==> src/rtl/reg_file_param.sv <==
// reg_file_param: DEPTH x DATA_W register file, one write and two read ports, plus a hardware clear sweep.
// Optional macro REGFILE_BYPASS_EN forwards same-cycle write data onto matching read ports.
module reg_file_param #(
  parameter int DATA_W   = 8,
  parameter int ADDR_W   = 3,
  parameter bit ZERO_REG = 1'b0
) (
  input  logic              CLK,
  input  logic              RESET_N,
  input  logic [DATA_W-1:0] IN,
  input  logic [ADDR_W-1:0] INADDRESS,
  input  logic              WRITE,
  input  logic [ADDR_W-1:0] OUT1ADDRESS,
  input  logic [ADDR_W-1:0] OUT2ADDRESS,
  output logic [DATA_W-1:0] OUT1,
  output logic [DATA_W-1:0] OUT2,
  input  logic              CLEAR,
  output logic              BUSY
);

  localparam int DEPTH = 1 << ADDR_W;
  localparam logic [ADDR_W-1:0] LAST_IDX = ADDR_W'(DEPTH - 1);

  typedef enum logic {
    ST_IDLE  = 1'b0,
    ST_SWEEP = 1'b1
  } state_t;

  state_t            state_reg, state_next;
  logic [ADDR_W-1:0] cnt_reg, cnt_next;
  logic              busy_reg, busy_next;
  logic              wr_accept;
  logic              sweeping;
  logic [DEPTH-1:0][DATA_W-1:0] mem_flat;

  always_ff @(posedge CLK or negedge RESET_N) begin
    if (!RESET_N) begin
      state_reg <= ST_IDLE;
      cnt_reg   <= '0;
      busy_reg  <= 1'b0;
    end else begin
      state_reg <= state_next;
      cnt_reg   <= cnt_next;
      busy_reg  <= busy_next;
    end
  end

  always_comb begin
    state_next = state_reg;
    cnt_next   = cnt_reg;
    busy_next  = busy_reg;
    case (state_reg)
      ST_IDLE: begin
        if (CLEAR) begin
          state_next = ST_SWEEP;
          cnt_next   = '0;
          busy_next  = 1'b1;
        end
      end
      ST_SWEEP: begin
        // Counter wraps back to 0 on the final sweep edge.
        cnt_next = cnt_reg + 1'b1;
        if (cnt_reg == LAST_IDX) begin
          state_next = ST_IDLE;
          busy_next  = 1'b0;
        end
      end
      default: begin
        state_next = ST_IDLE;
        cnt_next   = '0;
        busy_next  = 1'b0;
      end
    endcase
  end

  assign sweeping  = (state_reg == ST_SWEEP);
  assign wr_accept = !sweeping && WRITE && !(ZERO_REG && (INADDRESS == '0));

  generate
    for (genvar gi = 0; gi < DEPTH; gi++) begin : g_entry
      localparam logic [ADDR_W-1:0] IDX = ADDR_W'(gi);
      logic [DATA_W-1:0] q_reg;

      always_ff @(posedge CLK or negedge RESET_N) begin
        if (!RESET_N) begin
          q_reg <= '0;
        end else if (sweeping && (cnt_reg == IDX)) begin
          q_reg <= '0;
        end else if (wr_accept && (INADDRESS == IDX)) begin
          q_reg <= IN;
        end
      end

      assign mem_flat[gi] = q_reg;
    end
  endgenerate

  generate
    for (genvar gi = 0; gi < 2; gi++) begin : g_port
      logic [ADDR_W-1:0] addr;
      logic [DATA_W-1:0] data;

      assign addr = (gi == 0) ? OUT1ADDRESS : OUT2ADDRESS;

      always_comb begin
        data = mem_flat[addr];
`ifdef REGFILE_BYPASS_EN
        // Only accepted writes are forwarded; sweep zeroing never is.
        if (RESET_N && WRITE && !busy_reg && (INADDRESS == addr)) begin
          data = IN;
        end
`endif
        if (ZERO_REG && (addr == '0)) begin
          data = '0;
        end
      end
    end
  endgenerate

  assign OUT1 = g_port[0].data;
  assign OUT2 = g_port[1].data;
  assign BUSY = busy_reg;

endmodule

==> config.mk <==
export PLATFORM = sky130hd
export DESIGN_NAME = reg_file_param
export DESIGN_NICKNAME = d
export VERILOG_FILES = /design/src/rtl/reg_file_param.sv
export SDC_FILE = /design/constraint.sdc
export NUM_CORES = 1
export LEC_CHECK = 0
export BUFFER_PORTS_ARGS = -buffer_cell sky130_fd_sc_hd__buf_2
export CAP_MARGIN = 0
export CORE_MARGIN = 3
export CORE_UTILIZATION = 29
export DETAILED_ROUTE_END_ITERATION = 6
export HOLD_SLACK_MARGIN = 0.12
export MAX_ROUTING_LAYER = met4
export PLACE_DENSITY = 0.44
export SYNTH_ARGS = -nofsm -noshare
export SYNTH_HDL_FRONTEND = slang
export SYNTH_SLANG_ARGS = --single-unit
==> constraint.sdc <==
create_clock -name CLK -period 1.95 [get_ports CLK]
set_input_delay 0.195 -clock CLK [delete_from_list [all_inputs] [get_ports CLK]]
set_output_delay 0.195 -clock CLK [all_outputs]
set_load 0.02 [all_outputs]
# Word-level counts from Yosys, hierarchy flattened
# Cells that the tools add are included.
# totals
register_bits	69
word_cells	88
# op_classes
add_sub_neg	1
n_lt_le_gt_ge	2
eq_ne	16
n_mux	28
bitwise	1
reduce_logical	29
# op_table
op	n
2-to-1 mux 8 bit	18
binary-select mux 8 bit (select 3 bit)	2
equality test 3 bit (second input constant)	8
logical AND 1 bit	17
nonzero test 2 bit	8
equality test 3 x 2 -> 1 bit (second input constant)	4
less-than comparator 3 x 4 -> 1 bit (second input constant)	2
equality test 3 x 1 -> 1 bit (second input constant)	2
zero test 3 bit	2
case mux 3 bit (2 select lines)	1
2-to-1 mux 1 bit	4
case mux 1 bit (2 select lines)	2
adder 3 x 1 -> 3 bit (second input constant)	1
2-to-1 mux 3 bit	1
!= test 2 x 1 -> 1 bit (second input constant)	1
!= test 2 bit (second input constant)	1
AND reduction 2 bit	1
zero test 1 bit	1
inverter 1 bit	1

# Longest topological paths before layout
# depth
word_depth	5
depth_mapped	6

# Least setup slack after synthesis
# OpenSTA, ideal clock, no wires.
# synth_timing
path_kind	input to output
from	in OUT2ADDRESS[1]
to	out OUT2[0]
arrival_ns	1.290
setup_slack_ns	0.465
path_stages	4
path_buffers	2
path_cell_list	buf_6 -> buf_12 -> mux4_1 -> mux2_2
# synth_via
elab_chain_cells	2
# synth_rtl
element	line	source
start, declared	14	input logic [ADDR_W-1:0] OUT2ADDRESS,
binary-select mux 8 bit (select 3 bit)	106	data = mem_flat[addr];
2-to-1 mux 8 bit (not written as such)	106	
end, declared	16	output logic [DATA_W-1:0] OUT2,
# Every way passes these cells. The select of a mux whose other input is x is not followed.

# Worst setup path after layout
# layout_timing
from	reg g_entry[1].q_reg[1]
to	out OUT1[1]
# layout_via
elab_chain_cells	2
# layout_rtl
element	line	source
start, declared	82	logic [DATA_W-1:0] q_reg;
start signal, assigned	86	q_reg <= '0;
start signal, assigned	88	q_reg <= '0;
start signal, assigned	90	q_reg <= IN;
binary-select mux 8 bit (select 3 bit)	106	
2-to-1 mux 8 bit (not written as such)	106	
end, declared	15	output logic [DATA_W-1:0] OUT1,
# Every way passes these cells. The select of a mux whose other input is x is not followed.

==> reports/results.tsv <==
stage	metric	value	unit
clock_tree	worstSkewPairLatency	330	ps
timing	slew_violations	0	
clock_tree	cts_tree	yes	
yosys	yosysTopAreaCell	dfrtp_1	
timing	timing.final.crit_share	96.6	%
placement	dp.cells	561	
yosys	ys_ff_latch	69	
final_layout	fillers	1377	
yosys	yosys_warnings	0	
power	max-vdd-ir-drop	547	uV
final_layout	largest_reg_flops	64	
yosys	synth_edf_count	0	
placement	dpl.hpwl	8560	um
clock_tree	cts_buffers	9	
power	swShare	36.1	%
global_route	grt_usage	16.5	%
timing	postLayoutSetupSlackWorst	66.6	ps
critical_path	cp_slowest_cell	mux4_1	
placement	place_ws	259	ps
global_route	grt_pass1_vias	3107	
global_route	grt.overflow.total	0	
clock_tree	postCtsSetupBuffers	0	
status	status	completed	
floorplanning	die_w	125	um
timing	finalClockSkew	8.81	ps
routing	first_pass_iters	4	
final_layout	drive_gt1_share	24.1	%
clock_tree	clock-root-buffer	clkbuf_16	
critical_path	critical_path_class	flop to output port	
routing	drt_iter0_drc	216	
final_layout	syn2layout_area_growth	18.4	%
critical_path	critPathMaxFanout	3	
critical_path	worstPathRequired	1750	ps
routing	ant_nets	0	
clock_tree	clock_sinks	69	
yosys	synthTopCellsByArea	dfrtp_1 (42%), mux4_1 (19%), mux2i_1 (8.0%)	
critical_path	cp_slowest_stage_delay	520	ps
critical_path	critPathArrivalTime	1690	ps
power	combPwrFrac	35.0	%
critical_path	reg2reg_depth	5	
timing	rsz0062_at_grt	false	
placement	place.gp.congestion	0.784	
critical_path	reg2reg_slack	340	ps
routing	vias	3051	
power	p_sw	2.22	mW
floorplanning	die-area	15600	um^2
power	power.density	1260	nW/um^2
global_route	antenna_found_initial	0	
floorplanning	rows	42	
final_layout	fin_nets	426	
yosys	seq_area_frac_synth	42.1	%
yosys	synth_nets	380	
routing	wl_per_cell	21.2	um
yosys	synth_ff_type	dfrtp_1	
yosys	synth_area	4110	um^2
floorplanning	die_h	125	um
final_layout	antennaDiodeCount	0	
floorplanning	start_util	30.3	%
critical_path	crit_chain	mux4_1 -> mux2_2 -> buf_2	
clock_tree	htree_num_levels	3	
timing	slew_headroom	63.0	%
power	p_int	3.93	mW
timing	fmax	531	MHz
yosys	synthArstFlopShare	100	%
clock_tree	cts-resized-gates	0	
critical_path	regToRegEndpoint	g_entry[7].q_reg[1]	
yosys	synth_top_area_share	42.1	%
yosys	netlist_instances	352	
routing	remaining_drc_errors	0	
worst_hold_path	min_from	IN[7]	
job	maxCapViolCount	0	
placement	portBuffers	37	
global_route	grt_first_pass_wirelength	19100	um
power	clockPowerShare	24.9	%
worst_hold_path	holdPathStages	3	
global_route	grt_start_max_net_pins	25	
worst_hold_path	min_to	g_entry[3].q_reg[7]	
power	power.leakage	2.47	nW
floorplanning	io_pins	38	
yosys	synthDistinctLibCells	26	
floorplanning	core_area	13600	um^2
worst_hold_path	hp-class	input port to flop	
timing	finalSetupTns	0	ps
yosys	syn_area_per_cell	11.7	um^2
timing	setup_viol	0	
routing	routed_wl	12300	um
final_layout	final_cells	579	
power	seq_power_share	40.1	%
timing	worst_slew_pin_slew	555	ps
clock_tree	clk_path_buf_depth	2	
critical_path	setup.worst_path.start_class	flop	
routing	routed_via_density	5.27	
timing	hold_viol	0	
clock_tree	clkSlewWorstSetupHoldPaths	60	ps
critical_path	r2r_start	cnt_reg[0]	
timing	layout_min_cycle_time	1880	ps
critical_path	worstSetupEndpointType	output port	
==> Yosys cell counts (2+ instances only) <==
library cell and number:
nand3b_1 4, buf_4 2, inv_1 13, o21ai_0 32, buf_6 2, clkbuf_1 12
and3b_1 2, mux2i_1 33, mux4_1 29, mux4_2 3, and2_1 5, nand2_1 67
buf_12 2, dfrtp_1 69, buf_1 2, nor2_1 3, mux2_2 17, buf_2 5
ha_1 7, o31ai_1 2, nand2_2 2, nand3_1 35
==> final cells by class <==
| type | instances | area (um^2) | area share [%] |
|---|---|---|---|
| clock inverter | 5 | 25.0 | 0.515 |
| tap | 176 | 220 | 4.53 |
| multi-input combinational | 245 | 2170 | 44.7 |
| clock buffer | 11 | 253 | 5.20 |
| inverter | 13 | 48.8 | 1.00 |
| timing repair buffer | 60 | 413 | 8.49 |
| sequential | 69 | 1730 | 35.5 |
==> worst max-delay path by stage <==
| stage | startpoint | endpoint | slack [ps] |
|---|---|---|---|
| global route | g_entry[2].q_reg[6] | OUT2[6] | 10 |
| detailed placement | OUT1ADDRESS[0] | OUT1[5] | 260 |
| floorplan | OUT2ADDRESS[1] | OUT2[0] | 460 |
| finish | g_entry[1].q_reg[1] | OUT1[1] | 70 |
| CTS | g_entry[1].q_reg[5] | OUT1[5] | 50 |
| global placement | OUT1ADDRESS[0] | OUT1[6] | 290 |
==> metrics by stage <==
stage	total power [mW]	cell area (um^2)	hold WS, ps	utilization [%]
5_1_grt	6.56	4860	175	35.9
4_1_cts	6.23	4860	161	35.9
2_1_floorplan	3.81	4110	-101	-
3_3_place_gp	4.61	4560	229	33.7
3_5_place_dp	4.67	4560	223	33.7
6_report	6.15	4860	162	35.9
==> per-layer routing <==
layer	GRT usage (%)	vias up	part of all wire, %
met5	-	-	0
met4	4.59	0	0.95
met2	25.3	89	47
met3	1.96	11	3.9
met1	23.3	1560	48
li1	-	1391	-
==> kinds of logic (layout without fill, tap and decap cells) <==
| family | count (synthesis) | in the layout | synth area share, % |
|---|---|---|---|
| DFF | 69 | 69 | 42.1 |
| buffers and inverters | 38 | 89 | 4.97 |
| and+or+nand+nor | 121 | 121 | 13.5 |
| adders and majority gates | 7 | 7 | 2.13 |
| muxes | 82 | 82 | 32.9 |
| AOI/OAI and AO/OA | 35 | 35 | 4.42 |
==> worst max-delay path: cells and delay by family (launching register included) <==
family	cells	cell delay (ps)
muxes	2	800
DFF	1	400
buffers and inverters	1	160
==> power by group through the flow <==
stage                     sequential (mW)  clock, mW  combinational, mW
final                                2.46       1.53               2.15
after global routing                 2.55       1.63               2.39
after CTS                            2.47       1.57               2.19
after detailed placement             2.49          0               2.18
after global placement               2.47          0               2.14
after floorplan                      2.27          0               1.53
==> cell usage in the layout, fill, tap and decap left out <==
master          n
nand3_1        35
nand2b_1        1
clkbuf_16       9
nand2_1        67
nand2_2         2
nor2b_1         1
mux2i_1        33
dfrtp_1        69
ha_1            7
o21ai_0        32
buf_12          4
dlygate4sd3_1   2
mux4_1         29
nor2_1          3
o31ai_1         2
mux4_2          3
mux2_2         17
o22ai_1         1
clkinv_2        5
nand3b_1        4
buf_2          37
nor3b_2         1
and2_1          5
buf_4          17
and3b_1         2
inv_1          13
clkbuf_8        2
==> what timing repair did <==
action	in CTS	in global routing
hold buffers	2	0
hold endpoints to repair	19	0
setup endpoints to repair	0	0
(Power assumes the default switching activity.)
